===== src/rtl/cfg_tile_pkg.sv =====
// cfg_tile_pkg: shared constants and types for the configurable logic tile.
//   - configuration header opcodes
//   - field positions inside a plane-write header (1LLLPP00)
//   - loader FSM state encoding
//   - reset fill pattern of the four LUT planes
package cfg_tile_pkg;

  localparam logic [7:0] OP_NOP    = 8'h00;
  localparam logic [7:0] OP_COMMIT = 8'h01;
  localparam logic [7:0] OP_MASK   = 8'h02;
  localparam logic [7:0] OP_CLRERR = 8'h03;

  localparam int HDR_WR_BIT    = 7;
  localparam int HDR_LAYER_LSB = 4;
  localparam int HDR_PLANE_LSB = 2;

  localparam int N_PLANES = 4;

  // Bit p gives the replicated reset value of plane p: P0/P1 clear,
  // P2/P3 set, so every layer starts out passing x straight through.
  localparam logic [3:0] PLANE_RST_FILL = 4'b1100;

  typedef enum logic [1:0] {
    IDLE   = 2'd0,
    DATA   = 2'd1,
    COMMIT = 2'd2
  } cfg_state_t;

  function automatic logic is_plane_wr(input logic [7:0] hdr);
    return hdr[HDR_WR_BIT] && (hdr[1:0] == 2'b00);
  endfunction

endpackage


===== src/rtl/lut_layer.sv =====
// lut_layer: one stage of per-bit 2-input LUTs.
//   clk, rst_n     clock, async active-low reset
//   wr_en          load wr_data into shadow plane wr_plane
//   wr_plane       shadow plane index 0..3
//   wr_data        plane contents
//   commit         copy all shadow planes into the active planes
//   x              layer input
//   y              y[i] = P[{x[i], x[(i+1) mod WIDTH]}][i] (active planes)
module lut_layer
  import cfg_tile_pkg::*;
#(
  parameter int WIDTH = 8
) (
  input  logic             clk,
  input  logic             rst_n,
  input  logic             wr_en,
  input  logic [1:0]       wr_plane,
  input  logic [WIDTH-1:0] wr_data,
  input  logic             commit,
  input  logic [WIDTH-1:0] x,
  output logic [WIDTH-1:0] y
);

  logic [WIDTH-1:0] sh_p  [N_PLANES];
  logic [WIDTH-1:0] act_p [N_PLANES];

  always_ff @(posedge clk or negedge rst_n) begin
    if (!rst_n) begin
      for (int p = 0; p < N_PLANES; p++) begin
        sh_p[p]  <= {WIDTH{PLANE_RST_FILL[p]}};
        act_p[p] <= {WIDTH{PLANE_RST_FILL[p]}};
      end
    end else begin
      if (wr_en) begin
        sh_p[wr_plane] <= wr_data;
      end
      if (commit) begin
        for (int p = 0; p < N_PLANES; p++) begin
          act_p[p] <= sh_p[p];
        end
      end
    end
  end

  for (genvar i = 0; i < WIDTH; i++) begin : g_bit
    assign y[i] = act_p[{x[i], x[(i + 1) % WIDTH]}][i];
  end

endmodule


===== src/rtl/cfg_logic_tile.sv =====
// cfg_logic_tile: reconfigurable logic tile.
//   data_in  -> LAYERS cascaded lut_layer stages -> XOR mask -> data_out (registered)
//   cfg_in / cfg_valid / cfg_ready   byte-wide configuration stream into shadow storage
//   cfg_err                          sticky protocol error, cleared by OP_CLRERR
//   cfg_gen                          number of commits, modulo 16
// PIPELINE=1 adds a register after every layer (latency LAYERS+1).
//
// state  | meaning
// IDLE   | next accepted byte is a header
// DATA   | collecting cnt more data bytes of a plane/mask write
// COMMIT | one dead cycle after a commit, cfg_ready low
module cfg_logic_tile
  import cfg_tile_pkg::*;
#(
  parameter int WIDTH    = 8,
  parameter int LAYERS   = 4,
  parameter int PIPELINE = 0
) (
  input  logic             clk,
  input  logic             rst_n,
  input  logic [WIDTH-1:0] data_in,
  output logic [WIDTH-1:0] data_out,
  input  logic [7:0]       cfg_in,
  input  logic             cfg_valid,
  output logic             cfg_ready,
  output logic             cfg_err,
  output logic [3:0]       cfg_gen
);

  localparam int         NB       = (WIDTH + 7) / 8;
  localparam logic [2:0] NB_W     = 3'(NB);
  localparam logic [3:0] LAYERS_W = 4'(LAYERS);

  cfg_state_t state, state_nxt;

  logic [2:0]      cnt;
  logic            tgt_mask;
  logic            tgt_drop;
  logic [2:0]      tgt_layer;
  logic [1:0]      tgt_plane;
  logic [NB*8-1:0] asm_q;
  logic [NB*8-1:0] asm_next;
  logic [2:0]      byte_idx;

  logic            accept;
  logic            hdr_load;
  logic            data_take;
  logic            data_last;
  logic            commit_go;
  logic            err_set;
  logic            err_clr;
  logic            hdr_plane_wr;
  logic [2:0]      hdr_layer;
  logic            layer_bad;

  logic [WIDTH-1:0] mask_sh;
  logic [WIDTH-1:0] mask_act;
  logic [WIDTH-1:0] wr_data;
  logic [LAYERS-1:0] lay_wr;

  assign cfg_ready    = (state != COMMIT);
  assign accept       = cfg_valid && cfg_ready;
  assign hdr_plane_wr = is_plane_wr(cfg_in);
  assign hdr_layer    = cfg_in[HDR_LAYER_LSB +: 3];
  assign layer_bad    = hdr_plane_wr && ({1'b0, hdr_layer} >= LAYERS_W);

  always_ff @(posedge clk or negedge rst_n) begin
    if (!rst_n) begin
      state <= IDLE;
    end else begin
      state <= state_nxt;
    end
  end

  always_comb begin
    state_nxt = state;
    hdr_load  = 1'b0;
    data_take = 1'b0;
    data_last = 1'b0;
    commit_go = 1'b0;
    err_set   = 1'b0;
    err_clr   = 1'b0;
    case (state)
      IDLE: begin
        if (accept) begin
          if (hdr_plane_wr || (cfg_in == OP_MASK)) begin
            hdr_load  = 1'b1;
            err_set   = layer_bad;
            state_nxt = DATA;
          end else if (cfg_in == OP_COMMIT) begin
            commit_go = 1'b1;
            state_nxt = COMMIT;
          end else if (cfg_in == OP_CLRERR) begin
            err_clr = 1'b1;
          end else if (cfg_in != OP_NOP) begin
            err_set = 1'b1;
          end
        end
      end
      DATA: begin
        if (accept) begin
          data_take = 1'b1;
          if (cnt == 3'd1) begin
            data_last = 1'b1;
            state_nxt = IDLE;
          end
        end
      end
      COMMIT: state_nxt = IDLE;
      default: state_nxt = IDLE;
    endcase
  end

  // Little-endian assembly: the byte arriving with count cnt lands at
  // index NB-cnt. The completed word is taken combinationally so the
  // shadow updates on the same edge that accepts the last byte.
  assign byte_idx = (cnt == 3'd0) ? 3'd0 : (NB_W - cnt);

  always_comb begin
    asm_next = asm_q;
    asm_next[8 * int'(byte_idx) +: 8] = cfg_in;
  end

  assign wr_data = asm_next[WIDTH-1:0];

  always_ff @(posedge clk or negedge rst_n) begin
    if (!rst_n) begin
      cnt       <= 3'd0;
      tgt_mask  <= 1'b0;
      tgt_drop  <= 1'b0;
      tgt_layer <= 3'd0;
      tgt_plane <= 2'd0;
      asm_q     <= '0;
      mask_sh   <= '0;
      mask_act  <= '0;
      cfg_err   <= 1'b0;
      cfg_gen   <= 4'd0;
    end else begin
      if (hdr_load) begin
        cnt       <= NB_W;
        tgt_mask  <= (cfg_in == OP_MASK);
        tgt_drop  <= layer_bad;
        tgt_layer <= hdr_layer;
        tgt_plane <= cfg_in[HDR_PLANE_LSB +: 2];
      end
      if (data_take) begin
        cnt   <= cnt - 3'd1;
        asm_q <= asm_next;
      end
      if (data_last && tgt_mask) begin
        mask_sh <= wr_data;
      end
      if (commit_go) begin
        mask_act <= mask_sh;
        cfg_gen  <= cfg_gen + 4'd1;
      end
      if (err_set) begin
        cfg_err <= 1'b1;
      end else if (err_clr) begin
        cfg_err <= 1'b0;
      end
    end
  end

  logic [WIDTH-1:0] stage_in  [LAYERS+1];
  logic [WIDTH-1:0] stage_out [LAYERS];

  assign stage_in[0] = data_in;

  for (genvar l = 0; l < LAYERS; l++) begin : g_layer
    assign lay_wr[l] = data_last && !tgt_mask && !tgt_drop && (tgt_layer == 3'(l));

    lut_layer #(.WIDTH(WIDTH)) u_layer (
      .clk      (clk),
      .rst_n    (rst_n),
      .wr_en    (lay_wr[l]),
      .wr_plane (tgt_plane),
      .wr_data  (wr_data),
      .commit   (commit_go),
      .x        (stage_in[l]),
      .y        (stage_out[l])
    );

    if (PIPELINE != 0) begin : g_pipe
      logic [WIDTH-1:0] pipe_q;
      always_ff @(posedge clk or negedge rst_n) begin
        if (!rst_n) begin
          pipe_q <= '0;
        end else begin
          pipe_q <= stage_out[l];
        end
      end
      assign stage_in[l+1] = pipe_q;
    end else begin : g_comb
      assign stage_in[l+1] = stage_out[l];
    end
  end

  always_ff @(posedge clk or negedge rst_n) begin
    if (!rst_n) begin
      data_out <= '0;
    end else begin
      data_out <= stage_in[LAYERS] ^ mask_act;
    end
  end

endmodule

===== config.mk =====
export PLATFORM = sky130hd
export DESIGN_NAME = cfg_logic_tile
export DESIGN_NICKNAME = d
export VERILOG_FILES = /design/src/rtl/cfg_tile_pkg.sv /design/src/rtl/lut_layer.sv /design/src/rtl/cfg_logic_tile.sv
export SDC_FILE = /design/constraint.sdc
export NUM_CORES = 1
export LEC_CHECK = 0
export BUFFER_PORTS_ARGS = -buffer_cell sky130_fd_sc_hd__clkbuf_2
export CAP_MARGIN = 5
export CELL_PAD_IN_SITES_DETAIL_PLACEMENT = 1
export CELL_PAD_IN_SITES_GLOBAL_PLACEMENT = 1
export CORE_MARGIN = 4
export CORE_UTILIZATION = 55
export CTS_BUF_LIST = sky130_fd_sc_hd__clkbuf_4 sky130_fd_sc_hd__clkbuf_8 sky130_fd_sc_hd__clkbuf_16
export DETAILED_ROUTE_END_ITERATION = 7
export PLACE_DENSITY = 0.85
export SYNTH_ARGS = -nofsm -noshare
export SYNTH_HDL_FRONTEND = slang
export SYNTH_HIERARCHICAL = 1
export SYNTH_SLANG_ARGS = --single-unit

===== constraint.sdc =====
create_clock -name clk -period 4.4 [get_ports clk]
set_input_delay 0.66 -clock clk [delete_from_list [all_inputs] [get_ports clk]]
set_output_delay 0.66 -clock clk [all_outputs]
set_load 0.02 [all_outputs]

; After elaboration in Yosys (flattened, before gate mapping)
; Index checks and enable logic that the tools add are counted.
[totals]
output_inout_bits = 14
ff_bits = 305
wordCells = 291
inputBits = 19
[classes]
addsub = 4
reduce_logical = 22
magnitude_cmp = 35
shift = 2
eq_ne = 13
bitwise = 34
muxes = 137
[op_table]
columns = op, count
row1 = $bmux 8 s2, 32
row2 = $bwmux 32, 4
row3 = $ge 3x3->1 const B, 34
row4 = $not 2->3, 33
row5 = $mux 8, 9
row6 = $mux 7, 8
row7 = $mux 6, 8
row8 = $mux 5, 8
row9 = $mux 1, 33
row10 = $mux 3, 11
row11 = $neg 6->33, 1
row12 = $shift 8x33->8 const A, 1
row13 = $shiftx 8x33->8, 1
row14 = $mux 4, 8
row15 = $mux 2, 13
row16 = $demux 8 s2, 1
row17 = $eq 8x2->1 const B, 2
row18 = $logic_and 1x1->1, 11
row19 = $bwmux 8, 1
row20 = $eq 8x1->1 const B, 1
row21 = $ne 2x2->1 const B, 4
row22 = $reduce_bool 8->1, 1
row23 = $xor 8x8->8, 1
row24 = $eq 3x1->1 const B, 2
row25 = 14 further kinds, 19

; Longest topological paths before layout
[logic_depth]
word_depth = 17
ltp_mapped = 11
depth_no_buf = 10

; Cells and area by module
; The synthesis kept the hierarchy.
[by_module_without_submodules]
columns = module, area_each_um2, seq_area_each_um2, instances, cells_each
row1 = lut_layer, 2612.5, 1641.6, 4, 144
row2 = cfg_logic_tile, 2239.6, 1226.2, 1, 164

; Worst setup path after synthesis
; OpenSTA, ideal clock, no wires.
[synth_path]
kind = input port to flip-flop
from = input port data_in[6]
to = register data_out[2]
slack_ns = 1.603
stages = 5
arrival_time_ns = 2.675
cell_sequence = mux4_2 > mux4_2 > mux4_2 > mux4_2 > xor2_1
[synth_lines]
columns = element, line
row1 = from (decl), cfg_logic_tile.sv:21  ; input logic [WIDTH-1:0] data_in,
row2 = to (signal assigned), cfg_logic_tile.sv:203  ; data_out <= stage_in[LAYERS] ^ mask_act;
row3 = to (decl), cfg_logic_tile.sv:22  ; output logic [WIDTH-1:0] data_out,

; Worst setup path after layout
[layout_path]
from = register cnt[1]
to = register g_layer[0].u_layer/sh_p[18] in the netlist's numbering
[layout_between]
elab_cells_between_ends = 15
classes_between = add/sub (2) / eq/ne (1) / shift (2) / mux (6) / reduce/logical (4)
[layout_lines]
columns = element, line
row1 = from (decl), cfg_logic_tile.sv:36  ; logic [2:0] cnt;
row2 = from (signal assigned), cfg_logic_tile.sv:147  ; cnt <= cnt - 3'd1;
row3 = $sub 1x3->3 / $logic_not 3->1 (equally long branches), cfg_logic_tile.sv:117  ; assign byte_idx = (cnt == 3'd0) ? 3'd0 : (NB_W - cnt);
row4 = $mux 3 *, cfg_logic_tile.sv:117
row5 = $neg 6->33 *, cfg_logic_tile.sv:121  ; asm_next[8 * int'(byte_idx) +: 8] = cfg_in;
row6 = $shiftx 8x33->8 / $shift 8x33->8 (equally long branches), cfg_logic_tile.sv:121
row7 = $bwmux 8 *, cfg_logic_tile.sv:121
row8 = via asm_next[2], cfg_logic_tile.sv:42  ; logic [NB*8-1:0] asm_next;
row9 = $bwmux 32 *, lut_layer.sv:35  ; sh_p[wr_plane] <= wr_data;
row10 = "to (signal, indexed assignment)", lut_layer.sv:30  ; sh_p[p] <= {WIDTH{PLANE_RST_FILL[p]}};
row11 = "to (signal, indexed assignment)", lut_layer.sv:35
row12 = to (decl), lut_layer.sv:24  ; logic [WIDTH-1:0] sh_p [N_PLANES];
; The timed path passes the listed nets; every way through them passes the cells marked *.
; A chain may end at the register's enable or synchronous reset.

==> impl_results.md <==
* Run status: finished clean
* Final setup fails at 0
* Hold-fix buffers, CTS at 0
* Worst min-delay path class: in2async
* Port Buffers at 32
* Setup bufs post-CTS at 0
* Adder-cell share of the synthesized area at less than 1%
* Pwr dens at 464.7 mW/mm^2
* Vias in the first global route at 7667
* R2R setup slack at ~1.2 ns
* Pre-Repair DR Iteration Count at 4
* Netlist Area Pre-Place at roughly 0.013 mm^2
* Met3 WL at about 680 um
* Worst reg2reg path startpoint: cnt[1]$_DFFE_PN0P_
* Setup TNS at 0 ns
* Crit Path Category: reg2reg
* F_max at 0.3162 GHz
* Hold Vio Cnt, Final at 0
* Synthesized net count at about 770
* Hold_ws at 0.2300 ns
* Largest family of logic cells by synthesized area: multiplexers
* Die height at 159.9 um
* Compound-gate portion of the synthesized area at 0.6508%
* CTS resizes at 0
* Multiplexer area fraction after synthesis at a little under a third
* Pins Over Slew Limit at 0
* Slew headroom at 31.87%
* Post-route clock period utilization at 71.89%
* FF-to-FF End: g_layer[0].u_layer/sh_p[18]$_DFFE_PN0P_
* Clk_lat worst skew at between 0.5 and 0.6 ns
* Post-synthesis xor/xnor area fraction at 0.8874%
* DR iter-0 viols at 340
* M1 WL at around 11000 um
* Critical Path Start Type: flip-flop
* Register area at 0.007792 mm^2
* Critical path peak fanout at 17
* Initial Utilization at 56.05%
* Async S/R FF share, synth at 100.0%
* # fillers at about 2000
* Worst path arrival time at 3.59 ns
* Routability cong. at 0.7979
* DR WL met2 at 14660 um
* Flop and latch count out of synthesis at 305
* Worst-path clk slew at 0.06 ns
* DR DRC count at 0
* Fraction of layout cells with a size suffix above 1 at about 70%
* Largest net degree at the start of global routing at 141
* Seq/Total Area, Yosys at 61.41%
* Footprint of the multi-input gates at between 0.004 and 0.005 mm^2
* CTS Buf Count at 31
* Worst Skew at roughly 0.019 ns
* CP endpoint kind: flip-flop
* DR WL/cell at 24.72 um
* Slew @ Worst Pin at 1.022 ns
* Vias/cell at about 6
* Total GRT Usage at 21.86%
* Final-stage net count at 812
* Cell count of the worst reg-to-reg path at 10
* Max Used Layer: met4
* Worst EP required at 4.83 ns
* Global-route wire length before repair at 44420 um
* Static Leakage at 6.659 nW
* Core ar. at between 0.02 and 0.025 mm^2
* Min Clock Period, post-route at 3.163 ns
* Top Ports at 33
* Mapped Cells at 740
* Clock Tree Root: clkbuf_16
* Die X at 159.9 um
* EDFF count, synth at 0
* Avg Cell Area, Syn at 17.15 um^2
* Ys Warns at 6
* Initial antenna violation count at 0
* Fraction of the mapped netlist area in simple logic gates at ~3.9%
* Max Buffers Root-to-Sink at 3
* Top_reg_cell synth: dfrtp_1
* Antenna-violating nets left at 0
* MaxCap Viol Count at 0
* CTS H-tree lvls at 1
* Post-synth cell types at slightly above 40
* Area growth syn-to-layout at 12.48%
* Total grt overflow at 0
* Clk sinks at 305
* Peak supply drop at 386.7 uV
* CTS tree: yes
* Routed via count at 6465
* RSZ-0062 raised after global routing: false
* DP HPWL at 17060 um
* Die area at 0.02557 mm^2
* Row count at 55
* Routed WL at 27150 um
==> flip-flops by register name, summed over array words and instances, names as in the netlist <==
signal	count
g_layer.u_layer/act_p	128
g_layer.u_layer/sh_p	128
asm_q	8
data_out	8
mask_act	8
mask_sh	8
cfg_gen	4
cnt	3
tgt_layer	3
state	2
tgt_plane	2
cfg_err	1
tgt_drop	1
tgt_mask	1
==> metal layers <==
layer / vias to the layer above / global-route usage, %
met3: 37 / 2.710
met4: 0 / 4.732
met1: 3507 / 27.88
met2: 98 / 40.31
li1: 2823 / -
met5: - / 0
==> placed cells by master (no fill, tap or decap), drive strengths merged, types with 3 or more instances in the layout <==
cell type | Yosys | layout
nor3b | 6 | 6
clkbuf | 7 | 80
xnor2 | 3 | 3
nor3 | 7 | 7
clkinv | 0 | 3
dfrtp | 177 | 177
inv | 5 | 6
mux2 | 292 | 292
a21oi | 3 | 3
nand2b | 3 | 3
buf | 14 | 4
a22o | 5 | 5
dfstp | 128 | 128
bufinv | 0 | 5
xor2 | 9 | 9
and2 | 3 | 3
mux4 | 32 | 32
ha | 6 | 6
nand2 | 7 | 7
nand3 | 5 | 5
nand3b | 10 | 10
==> worst max path at each step <==
stage / slack (ns) / end / depth (start not counted) / startpoint
floorplan: 1.60 / data_out[2]$_DFF_PN0_ / 5 / data_in[6]
global placement: 1.25 / data_out[5]$_DFF_PN0_ / 6 / data_in[1]
detailed placement: 1.20 / g_layer[0].u_layer/sh_p[29]$_DFFE_PN0P_ / 6 / cfg_valid
CTS: 1.20 / g_layer[2].u_layer/sh_p[27]$_DFFE_PN0P_ / 10 / cnt[1]$_DFFE_PN0P_
global route: 1.00 / g_layer[0].u_layer/sh_p[27]$_DFFE_PN0P_ / 10 / cnt[1]$_DFFE_PN0P_
finish: 1.24 / g_layer[0].u_layer/sh_p[18]$_DFFE_PN0P_ / 10 / cnt[1]$_DFFE_PN0P_
==> cell usage after synthesis (2+ instances only) <==
cell      count  share of area [%]
inv_1         5               0.15
nor3b_1       2               0.12
and2_1        3               0.15
a21oi_1       3               0.12
dfrtp_1     177                 35
nand3b_2      8               0.71
xor2_1        9               0.62
a22o_1        5               0.35
nor2b_1       2              0.099
nand2_1       7               0.21
buf_2        13               0.51
nand2b_1      3               0.15
nor3b_4       4               0.59
xnor2_1       2               0.14
mux2_2      284                 25
clkbuf_1      7               0.21
mux2_1        8               0.71
nor2_1        2              0.059
ha_1          6               0.59
nand3_2       4               0.32
mux4_2       32                5.7
nand3b_1      2               0.12
dfstp_2     128                 27
nor3_1        7               0.28
==> power breakdown <==
group	total [W]	switching, W	internal (W)
clock network	0.00277	0.00104	0.00173
logic	0.000733	0.000482	0.000251
registers	0.00313	0.000167	0.00297
==> final cells by class <==
class / instances / area share, %
well taps: 285 / 2.498
multi-input cells: 409 / 33.46
diodes: 1 / 0.01753
clock inverters: 9 / 1.218
flip-flops and latches: 305 / 54.59
inverters: 5 / 0.1315
clock buffers: 49 / 6.469
repair buffers: 35 / 1.613
==> metrics by stage <==
| stage | setup slack (ns) | total power (W) | util [%] | cells | instance area (um^2) |
|---|---|---|---|---|---|
| floorplan | 1.603 | 0.003542 | - | 740 | 12690 |
| global placement | 1.245 | 0.003818 | 58.19 | 1039 | 13170 |
| detailed placement | 1.203 | 0.003903 | 58.19 | 1039 | 13170 |
| CTS | 1.204 | 0.006718 | 63.03 | 1097 | 14270 |
| global route | 1.005 | 0.006922 | 63.03 | 1097 | 14270 |
| finish | 1.237 | 0.006633 | 63.04 | 1098 | 14270 |
==> cell families after synthesis <==
kind of cell,Yosys count
adders and majority gates,6
AOI/OAI and AO/OA,11
xor gates and xnor gates,12
muxes,324
DFF,305
and+or+nand+nor,56
buffers and inverters,26
==> critical path, stage by stage (launching register included) <==
cell and delay, ns:
dfrtp_1 0.40, inv_1 0.13, ha_1 0.25, nand2b_1 0.11, nand2_1 0.07, ha_1 0.20, ha_1 0.28, nor4b_1 0.28
o21ai_1 0.38, mux2_2 0.58, mux2_2 0.35
(Power assumes the default switching activity.)
